===== src/rtl/mac_pkg.sv =====
// Shared defaults, state encoding and saturating-add helper for the mac_dot_pipe datapath.
package mac_pkg;

  localparam int unsigned DefBw     = 4;
  localparam int unsigned DefPsumBw = 16;
  localparam int unsigned DefLanes  = 4;
  localparam int unsigned DefProdBw = 2 * DefBw + 1;

  typedef enum logic [1:0] {
    StIdle,
    StAcc,
    StFull
  } mac_state_e;

  // Wide add clamped to the signed range of a w-bit result.
  function automatic logic signed [63:0] sat_add(input logic signed [63:0] a,
                                                 input logic signed [63:0] b,
                                                 input int unsigned        w);
    logic signed [63:0] s;
    logic signed [63:0] hi;
    logic signed [63:0] lo;
    s  = a + b;
    hi = (64'sd1 <<< (w - 1)) - 64'sd1;
    lo = -(64'sd1 <<< (w - 1));
    if (s > hi) return hi;
    if (s < lo) return lo;
    return s;
  endfunction

endpackage


===== src/rtl/mac_lane_mul.sv =====
// One MAC lane: extends the activation per act_signed_i, multiplies by the signed weight and
// registers the exact (2*BW+1)-bit product when en_i is high.
module mac_lane_mul
  import mac_pkg::*;
#(
  parameter int unsigned BW = DefBw
) (
  input  logic                clk_i,
  input  logic                rst_ni,
  input  logic                en_i,
  input  logic                act_signed_i,
  input  logic [BW-1:0]       a_i,
  input  logic [BW-1:0]       w_i,
  output logic signed [2*BW:0] prod_o
);

  localparam int unsigned ProdBw = 2 * BW + 1;

  logic signed [BW:0]        a_ext;
  logic signed [BW:0]        w_ext;
  logic signed [ProdBw-1:0]  prod_d;
  logic signed [ProdBw-1:0]  prod_q;

  always_comb begin
    a_ext  = act_signed_i ? {a_i[BW-1], a_i} : {1'b0, a_i};
    w_ext  = {w_i[BW-1], w_i};
    prod_d = ProdBw'(a_ext) * ProdBw'(w_ext);
  end

  always_ff @(posedge clk_i or negedge rst_ni) begin
    if (!rst_ni) begin
      prod_q <= '0;
    end else if (en_i) begin
      prod_q <= prod_d;
    end
  end

  assign prod_o = prod_q;

endmodule


===== src/rtl/mac_dot_pipe.sv =====
// Two-stage weight-stationary multi-lane MAC producing one signed dot product per vector.
// Define MAC_SAT_EN for saturating accumulation; otherwise the accumulator wraps.
module mac_dot_pipe
  import mac_pkg::*;
#(
  parameter int unsigned BW      = DefBw,
  parameter int unsigned PSUM_BW = DefPsumBw,
  parameter int unsigned LANES   = DefLanes
) (
  input  logic                      clk,
  input  logic                      reset_n,
  input  logic                      w_load,
  input  logic [LANES*BW-1:0]       w_in,
  input  logic                      act_signed,
  input  logic                      in_valid,
  output logic                      in_ready,
  input  logic [LANES*BW-1:0]       a_in,
  input  logic                      in_last,
  input  logic                      acc_clr,
  output logic                      out_valid,
  input  logic                      out_ready,
  output logic signed [PSUM_BW-1:0] psum_out,
  output logic                      ovf
);

  localparam int unsigned ProdBw = 2 * BW + 1;

  logic [LANES*BW-1:0]       w_q;
  logic                      s1_valid_q, s1_valid_d;
  logic                      s1_last_q, s1_last_d;
  logic signed [PSUM_BW-1:0] acc_q, acc_d;
  logic signed [PSUM_BW-1:0] psum_q, psum_d;
  logic                      ovf_acc_q, ovf_acc_d;
  logic                      ovf_q, ovf_d;
  logic                      part_q, part_d;
  mac_state_e                state_q, state_d;

  logic signed [ProdBw-1:0]  prod [LANES];
  logic signed [PSUM_BW-1:0] sum;
  logic signed [PSUM_BW-1:0] nxt;
  logic signed [63:0]        full_sum;
  logic                      add_ovf;
  logic                      adv, accept, stage2, wr_res;
`ifdef MAC_SAT_EN
  logic signed [63:0]        sat_sum;
`endif

  assign out_valid = (state_q == StFull);
  assign adv       = !out_valid || out_ready;
  assign in_ready  = adv && !acc_clr;
  assign accept    = in_valid && in_ready;
  assign stage2    = adv && s1_valid_q && !acc_clr;
  assign wr_res    = stage2 && s1_last_q;

  for (genvar i = 0; i < LANES; i++) begin : g_lane
    mac_lane_mul #(
      .BW(BW)
    ) u_lane (
      .clk_i       (clk),
      .rst_ni      (reset_n),
      .en_i        (accept),
      .act_signed_i(act_signed),
      .a_i         (a_in[i*BW +: BW]),
      .w_i         (w_q[i*BW +: BW]),
      .prod_o      (prod[i])
    );
  end

  // Lane sum cannot overflow PSUM_BW; only the accumulate step is range-checked.
  always_comb begin
    sum = '0;
    for (int i = 0; i < LANES; i++) begin
      sum = sum + PSUM_BW'(prod[i]);
    end
    full_sum = 64'(acc_q) + 64'(sum);
`ifdef MAC_SAT_EN
    sat_sum = sat_add(64'(acc_q), 64'(sum), PSUM_BW);
    nxt     = sat_sum[PSUM_BW-1:0];
    add_ovf = (sat_sum != full_sum);
`else
    nxt     = full_sum[PSUM_BW-1:0];
    add_ovf = (64'(nxt) != full_sum);
`endif
  end

  always_comb begin
    s1_valid_d = s1_valid_q;
    s1_last_d  = s1_last_q;
    acc_d      = acc_q;
    ovf_acc_d  = ovf_acc_q;
    psum_d     = psum_q;
    ovf_d      = ovf_q;
    part_d     = part_q;
    if (acc_clr) begin
      s1_valid_d = 1'b0;
      acc_d      = '0;
      ovf_acc_d  = 1'b0;
      part_d     = 1'b0;
    end else if (adv) begin
      s1_valid_d = accept;
      if (accept) s1_last_d = in_last;
      if (stage2) begin
        if (s1_last_q) begin
          psum_d    = nxt;
          ovf_d     = ovf_acc_q | add_ovf;
          acc_d     = '0;
          ovf_acc_d = 1'b0;
          part_d    = 1'b0;
        end else begin
          acc_d     = nxt;
          ovf_acc_d = ovf_acc_q | add_ovf;
          part_d    = 1'b1;
        end
      end
    end
  end

  // FULL while a result is held unconsumed; otherwise IDLE/ACC track partial-sum presence.
  always_comb begin
    state_d = part_d ? StAcc : StIdle;
    if (state_q == StFull && !out_ready) state_d = StFull;
    if (wr_res) state_d = StFull;
  end

  always_ff @(posedge clk or negedge reset_n) begin
    if (!reset_n) begin
      w_q        <= '0;
      s1_valid_q <= 1'b0;
      s1_last_q  <= 1'b0;
      acc_q      <= '0;
      ovf_acc_q  <= 1'b0;
      psum_q     <= '0;
      ovf_q      <= 1'b0;
      part_q     <= 1'b0;
      state_q    <= StIdle;
    end else begin
      if (w_load) w_q <= w_in;
      s1_valid_q <= s1_valid_d;
      s1_last_q  <= s1_last_d;
      acc_q      <= acc_d;
      ovf_acc_q  <= ovf_acc_d;
      psum_q     <= psum_d;
      ovf_q      <= ovf_d;
      part_q     <= part_d;
      state_q    <= state_d;
    end
  end

  assign psum_out = psum_q;
  assign ovf      = ovf_q;

endmodule


===== config.mk =====
export PLATFORM = sky130hd
export DESIGN_NAME = mac_dot_pipe
export DESIGN_NICKNAME = d
export VERILOG_FILES = /design/src/rtl/mac_pkg.sv /design/src/rtl/mac_lane_mul.sv /design/src/rtl/mac_dot_pipe.sv
export SDC_FILE = /design/constraint.sdc
export NUM_CORES = 1
export LEC_CHECK = 0
export BUFFER_PORTS_ARGS = -buffer_cell sky130_fd_sc_hd__buf_2
export CAP_MARGIN = 20
export CORE_ASPECT_RATIO = 0.7
export CORE_MARGIN = 5
export CORE_UTILIZATION = 50
export DETAILED_ROUTE_END_ITERATION = 12
export GPL_TIMING_DRIVEN = 0
export PLACE_DENSITY_LB_ADDON = 0.08
export SETUP_SLACK_MARGIN = 0.05
export SKIP_LAST_GASP = 1
export SYNTH_ARGS = -nofsm -noshare
export SYNTH_HDL_FRONTEND = slang
export SYNTH_SLANG_ARGS = --single-unit

===== constraint.sdc =====
create_clock -name clk -period 4.5 [get_ports clk]
set_input_delay 0.9 -clock clk [delete_from_list [all_inputs] [get_ports clk]]
set_output_delay 0.9 -clock clk [all_outputs]
set_load 0.01 [all_outputs]

==> key figures, run 1 <==
Outcome
  • Outcome: finished, final reports clean

Routing
  • # DRC: 0
  • Via count: 5747
  • DR iter-0 viols: 240
  • Final WL: 16800 um
  • Drt pass-1 iters: 4
  • Antenna viol nets, final: 0
  • Routed length per instance: 14.7 um
  • Vias/cell: 5.02

Finish
  • Area Overhead vs Synth: 12.1%
  • Final Util: 56.6%
  • Filler cells: 1465
  • Nets: 1119
  • Non-Filler Instances: 1145
  • Ant. Diodes: 0
  • Share of cells above drive strength 1: 12.8%

Die
  • # IOs: 59
  • Num rows: 39
  • Core area: 16200 sq um
  • Initial Util: 50.5%
  • Chip width: 163 um
  • Die ar.: 19100 sq um
  • Die height: 117 um

Yosys
  • Yosys warns: 0
  • Ys flop type: dfrtp_1
  • Library cells used by synthesis: 42
  • Synth Area in Compound Gates: 9.31%
  • Most area-hungry cell type in the Yosys netlist: dfrtp_1
  • Syn nets: 1050
  • Post-Synthesis Cells: 846
  • Main combinational cell family by area after synthesis: adder cells
  • Synthesized area: 8180 sq um
  • Most frequent cell after synthesis: inv_1
  • Fraction of the mapped netlist area in adder cells: 33.5%
  • Share of the synthesized area in the top cell type: 27.8%
  • Post-synth EDFFs: 0
  • Register area share after synthesis: 27.8%
  • Synth top area cells: dfrtp_1 28%, fa_1 23%, ha_1 11%
  • Most frequent cells after synthesis: 191 x inv_1, 105 x nand2_1, 92 x fa_1
  • Syn avg cell area: 9.67 sq um
  • Mux contribution to synthesized area: 3.85%
  • Synth Area in XOR/XNOR: 5.03%
  • Synth Area in Simple Gates: 11.0%
  • FFs w/ async S/R, synth: 100%
  • Seq cells post-synth: 91

STA
  • Crit path time final: 4.29 ns
  • Tightest Pin Transition: 0.899 ns
  • Pins over their slew limit: 0
  • Max Freq: 0.233 GHz
  • Max-slew headroom: 39.6%
  • RSZ-0062 raised after global routing: yes
  • Final setup fails: 0
  • Period utilization: 95.3%
  • Setup ws final: 0.211 ns
  • Final hold violations: 0
  • Final Skew: 0.00876 ns
  • Setup TNS: 0 ns

Placed design
  • GPL Wtd Cong: 0.831
  • HPWL Detailed: 14200 um
  • Post-Place Cells: 1127
  • Port bufs: 55
  • Place WS: -0.228 ns

Worst setup path
  • Crit path max-delay family: adder cells
  • Reg2reg setup slack: 0.21 ns
  • Critical path type: register to register
  • Worst setup EP type: register
  • Crit-path max FO: 7
  • CP max-delay cell: fa_1
  • Worst EP required: 4.73 ns
  • Worst path depth: 15
  • Worst path cell trace: clkinvlp_4 > fa_1 > inv_1 > fa_1 > inv_1 > fa_1 > inv_1 > ha_2 > a21o_1 > a221o_1 > and3_1 > a221o_1 > a21oi_4 > xnor2_2 > a21oi_1
  • Max stage delay on crit path: 0.55 ns
  • Data arrival time of the worst path: 4.52 ns
  • CP Launch Type: register
  • Worst Path Buf+Inv: 4
  • Reg2Reg Depth: 15

GRT
  • Vias in the first global route: 6069
  • First-pass GRT wire length: 29300 um
  • GRT Util Overall: 19.5%
  • Antenna violations before repair: 1
  • Largest net degree at the start of global routing: 56
  • Total global routing overflow: 0

Job
  • Max_cap viols: 0

Clock network
  • Worst-path clk slew: 0.07 ns
  • Clock Latency Late Sink: 0.35 ns
  • CTS Hold Bufs: 0
  • Max clock buf depth: 2
  • CTS root buf: clkbuf_16
  • CTS tree: yes
  • Sink Count: 91
  • # H-tree levels: 3
  • CTS Buf Count: 9

Hold path
  • Hold Path Depth: 2
  • Hold WC Path Type: register to register
[cells in the final DEF, fill, tap and decap left out, types with 2 or more instances in the layout]
master	netlist	final
o21a_1	2	2
nor2_1	15	15
a221o_1	2	2
xor2_1	17	17
nand2b_1	14	14
nand3_1	13	13
fa_1	92	92
clkinv_2	0	2
a211oi_1	4	3
inv_1	191	189
a22o_1	15	15
ha_1	72	68
clkbuf_16	0	9
bufinv_16	0	3
mux2_2	28	28
and2_1	30	30
ha_2	0	4
a31oi_1	4	3
nor2b_1	3	3
buf_2	1	55
a21o_1	21	21
dfrtp_1	91	90
a21oi_1	20	20
o21ai_0	35	35
clkinvlp_4	0	2
clkbuf_1	15	15
o22ai_1	2	2
a211oi_2	1	2
nand2_1	105	105
buf_4	0	4
xnor2_1	30	29
and3_1	7	7
[worst min-delay path, stage by stage, from the launching register on]
cell     delay (ns)
dfrtp_1        0.34
nand2_1        0.05
nand2_1        0.05
[flip-flops by register name, indices dropped and copies added (netlist names)]
signal / flops
acc_q: 16
g_lane.u_lane.prod_o: 36
ovf: 1
ovf_acc_q: 1
part_q: 1
psum_out: 16
s1_last_q: 1
s1_valid_q: 1
state_q: 2
w_q: 16
[per-layer routing]
layer	global-route usage (%)	vias to the layer above	routed length, um
li1	-	2779	-
met1	28.5	2889	8260
met2	30.1	70	7690
met3	4.83	9	768
met4	3.52	0	109
met5	0	-	0
[logic make-up after synthesis]
kind of cell / Yosys count
buffers and inverters: 207
and+or+nand+nor: 193
adders and majority gates: 164
AOI/OAI and AO/OA: 116
DFF: 91
xor gates and xnor gates: 47
muxes: 28
[path summary, 6_finish.rpt]
path / from / to
worst max register to register: g_lane[1].u_lane.prod_o[8] / ovf
worst max-delay path: g_lane[1].u_lane.prod_o[8] / ovf
worst min-delay path: psum_out[8] / psum_out[8]
worst min register to register: psum_out[8] / psum_out[8]
max in group asynchronous: reset_n / g_lane[0].u_lane.prod_o[8]
min in group asynchronous: reset_n / s1_valid_q
[cell type report]
| class | instances | area, sq um | area share [%] |
|---|---|---|---|
| tap | 225 | 282 | 3.07 |
| buffer | 15 | 57.6 | 0.627 |
| clock buffer | 11 | 243 | 2.64 |
| multi-input combinational | 548 | 5160 | 56.3 |
| clock inverter | 5 | 100 | 1.09 |
| inverter | 191 | 724 | 7.89 |
| timing repair buffer | 59 | 328 | 3.57 |
| sequential | 91 | 2280 | 24.8 |
[metrics by stage]
step           hold WS, ns  area [sq um]
2_1_floorplan        0.448          8180
5_1_grt              0.489          9180
4_1_cts              0.472          9130
3_3_place_gp         0.455          8740
3_5_place_dp         0.457          8770
6_report             0.466          9180
[what timing repair did]
| item | 4_1_cts | 5_1_grt |
|---|---|---|
| setup buffers | 1 | 2 |
| pin swaps | 0 | 1 |
| endpoints found under the setup margin | 2 | 6 |
| gates resized for setup | 2 | 9 |
Power of run 1 is left out: the tool's default activity adds up to more than one toggle a clock period on the data nets, which glitch-free logic cannot reach.
==> run 2, diff against run 1 <==
BUFFER_PORTS_ARGS = -buffer_cell sky130_fd_sc_hd__buf_4   (was -buffer_cell sky130_fd_sc_hd__buf_2)
RECOVER_POWER = 25   (was not set)
==> run 2 against run 1 <==
- the run now ends with max-capacitance violations, max-slew violations left
- worst hold slack better by 0.0060 ns
- wire length grew 3.1%
- die area did not move
- design area grew 0.78%
- cell count grew 0.17%
- non-clock buffer count is 2 higher
- clock skew shrank 0.0028 ns
- clock-buffer cell count rose by 4
- critical path depth did not move
- largest cell class unchanged
==> key figures, run 2 (same netlist as run 1, synthesis figures left out) <==
Job
  • Max_cap viols: 2 (+2)

STA
  • Final hold violations: 0 (unchanged)
  • Tightest Pin Transition: 1.85 ns (+0.949 ns)
  • Final Skew: 0.00594 ns (-0.00281 ns)
  • Pins over their slew limit: 94 (+94)
  • Max-slew headroom: -23.2% (-63 points)
  • Final setup fails: 0 (unchanged)
  • Max Freq: 0.233 GHz (about the same)
  • RSZ-0062 raised after global routing: no
  • Crit path time final: 4.29 ns (-0.000108 ns)
  • Hold WS: 0.472 ns (+0.00604 ns)
  • Period utilization: 95.3% (about the same)

Worst setup path
  • Worst EP required: 4.73 ns (about the same)
  • R2r startpoint: g_lane[0].u_lane.prod_o[8]
  • Crit-path max FO: 7 (unchanged)
  • Worst Setup SP: g_lane[0].u_lane.prod_o[8]
  • Critical path type: register to register
  • CP Launch Type: register
  • Worst setup EP type: register
  • Data arrival time of the worst path: 4.52 ns (about the same)

Clock network
  • Max clock buf depth: 2 (unchanged)
  • # H-tree levels: 3 (unchanged)
  • Worst-path clk slew: 0.06 ns (about the same)
  • CTS tree: yes
  • CTS root buf: clkbuf_16
  • Sink Count: 91 (unchanged)
  • Clock Latency Late Sink: 0.35 ns (about the same)
  • CTS Buf Count: 9 (unchanged)
  • CTS Hold Bufs: 0 (unchanged)

Die
  • Core area: 16200 sq um (unchanged)
  • Initial Util: 50.5% (unchanged)
  • Die height: 117 um (unchanged)
  • Chip width: 163 um (unchanged)
  • # IOs: 59 (unchanged)
  • Num rows: 39 (unchanged)
  • Die ar.: 19100 sq um (unchanged)

GRT
  • Largest net degree at the start of global routing: 59 (+5.4%)
  • First-pass GRT wire length: 29500 um (+0.68%)
  • Antenna violations before repair: 2 (+1)
  • GRT Util Overall: 19.5% (about the same)
  • Vias in the first global route: 6070 (+0.016%)
  • Total global routing overflow: 0 (unchanged)

Routing
  • Vias/cell: 5.07 (+1.1%)
  • Via count: 5819 (+1.3%)
  • Final WL: 17300 um (+3.1%)
  • Routed length per instance: 15.1 um (+3.0%)
  • Drt pass-1 iters: 5 (+1)
  • Antenna viol nets, final: 0 (unchanged)
  • # DRC: 0 (unchanged)
  • DR iter-0 viols: 236 (-1.7%)

Finish
  • Area of the multi-input gates: 5150 sq um (-0.34%)
  • Area Overhead vs Synth: 13.0%
  • Max reg flops: 36 (unchanged)
  • Nets: 1121 (+0.18%)
  • Most common cell after layout, fill and taps aside: inv_1
  • Filler cells: 1459 (-0.41%)
  • Ant. Diodes: 0 (unchanged)
  • Most frequent cells in the layout: 189 x inv_1, 105 x nand2_1, 91 x fa_1
  • Share of cells above drive strength 1: 12.6% (-0.24 points)
  • Final Util: 57.1% (+0.44 points)
  • Register area: 2280 sq um (unchanged)

Outcome
  • Failing checks: max-capacitance violations, max-slew violations
  • Outcome: complete, but fails checks

Placed design
  • HPWL Detailed: 14400 um (+1.4%)
  • Port bufs: 55 (unchanged)
  • GPL Wtd Cong: 0.841 (+1.2%)

Hold path
  • Hold WC Path Type: register to register
  • Hold path start: psum_out[8]
-- run 2: cell types whose count changed in the layout (fill, tap and decap cells not counted), sizes merged --
cell    previous run  this run
clkinv             2         0
clkbuf            25        32
buf               60        59
bufinv             3         1
-- run 2: worst max-delay path, cell delays in order, from the launching register on --
cell and delay [ns]:
dfrtp_2 0.39, clkinvlp_4 0.15, fa_1 0.52, inv_1 0.05
fa_1 0.54, inv_1 0.06, fa_1 0.53, inv_1 0.04
ha_2 0.33, a21o_1 0.21, a221o_1 0.39, and3_1 0.19
a221o_1 0.28, a21oi_2 0.22, xnor2_1 0.18, a21oi_1 0.09
-- run 2: final timing paths --
kind	cells after the start	slack [ns]	endpoint
max	15	0.21	ovf
min	2	0.47	psum_out[8]
min reg2reg	2	0.47	psum_out[8]
min in group asynchronous	1	1.05	s1_valid_q
max in group asynchronous	2	1.01	g_lane[0].u_lane.prod_o[8]
max reg2reg	15	0.21	ovf
-- run 2: stage by stage --
stage | instance area [sq um] | cells | setup WS, ns | setup TNS, ns
2_1_floorplan | 8180 | 846 | 0.387 | 0
3_3_place_gp | 8880 | 1126 | -0.114 | -0.114
3_5_place_dp | 8910 | 1127 | -0.161 | -0.224
4_1_cts | 9230 | 1144 | 0.0862 | 0
5_1_grt | 9250 | 1147 | 0.0634 | 0
6_report | 9250 | 1147 | 0.211 | 0
-- run 2: repair_timing --
| item | 4_1_cts | 5_1_grt |
|---|---|---|
| setup buffers | 1 | 4 |
| gates resized for setup | 2 | 7 |
| hold endpoints to repair | 0 | 0 |
| cloned | 0 | 0 |
| setup endpoints to repair | 2 | 6 |
-- run 2: metal layers --
| metal | wire, um | track usage (%) | share of wire, % | up-vias |
|---|---|---|---|---|
| li1 | - | - | - | 2780 |
| met1 | 8510 | 28.9 | 49 | 2934 |
| met2 | 8020 | 30.4 | 46 | 92 |
| met3 | 646 | 3.36 | 3.7 | 13 |
| met4 | 172 | 4.41 | 0.99 | 0 |
| met5 | 0 | 0 | 0 | - |
-- run 2: final cells by class --
cell class	count	area share, %
Clock buffer	15	3.00
Buffer	15	0.622
Clock inverter	1	0.325
Sequential cell	91	24.6
Tap cell	225	3.04
Multi-Input combinational cell	548	55.7
Timing Repair Buffer	61	4.88
Inverter	191	7.83
Power of run 2 is left out for the same reason.
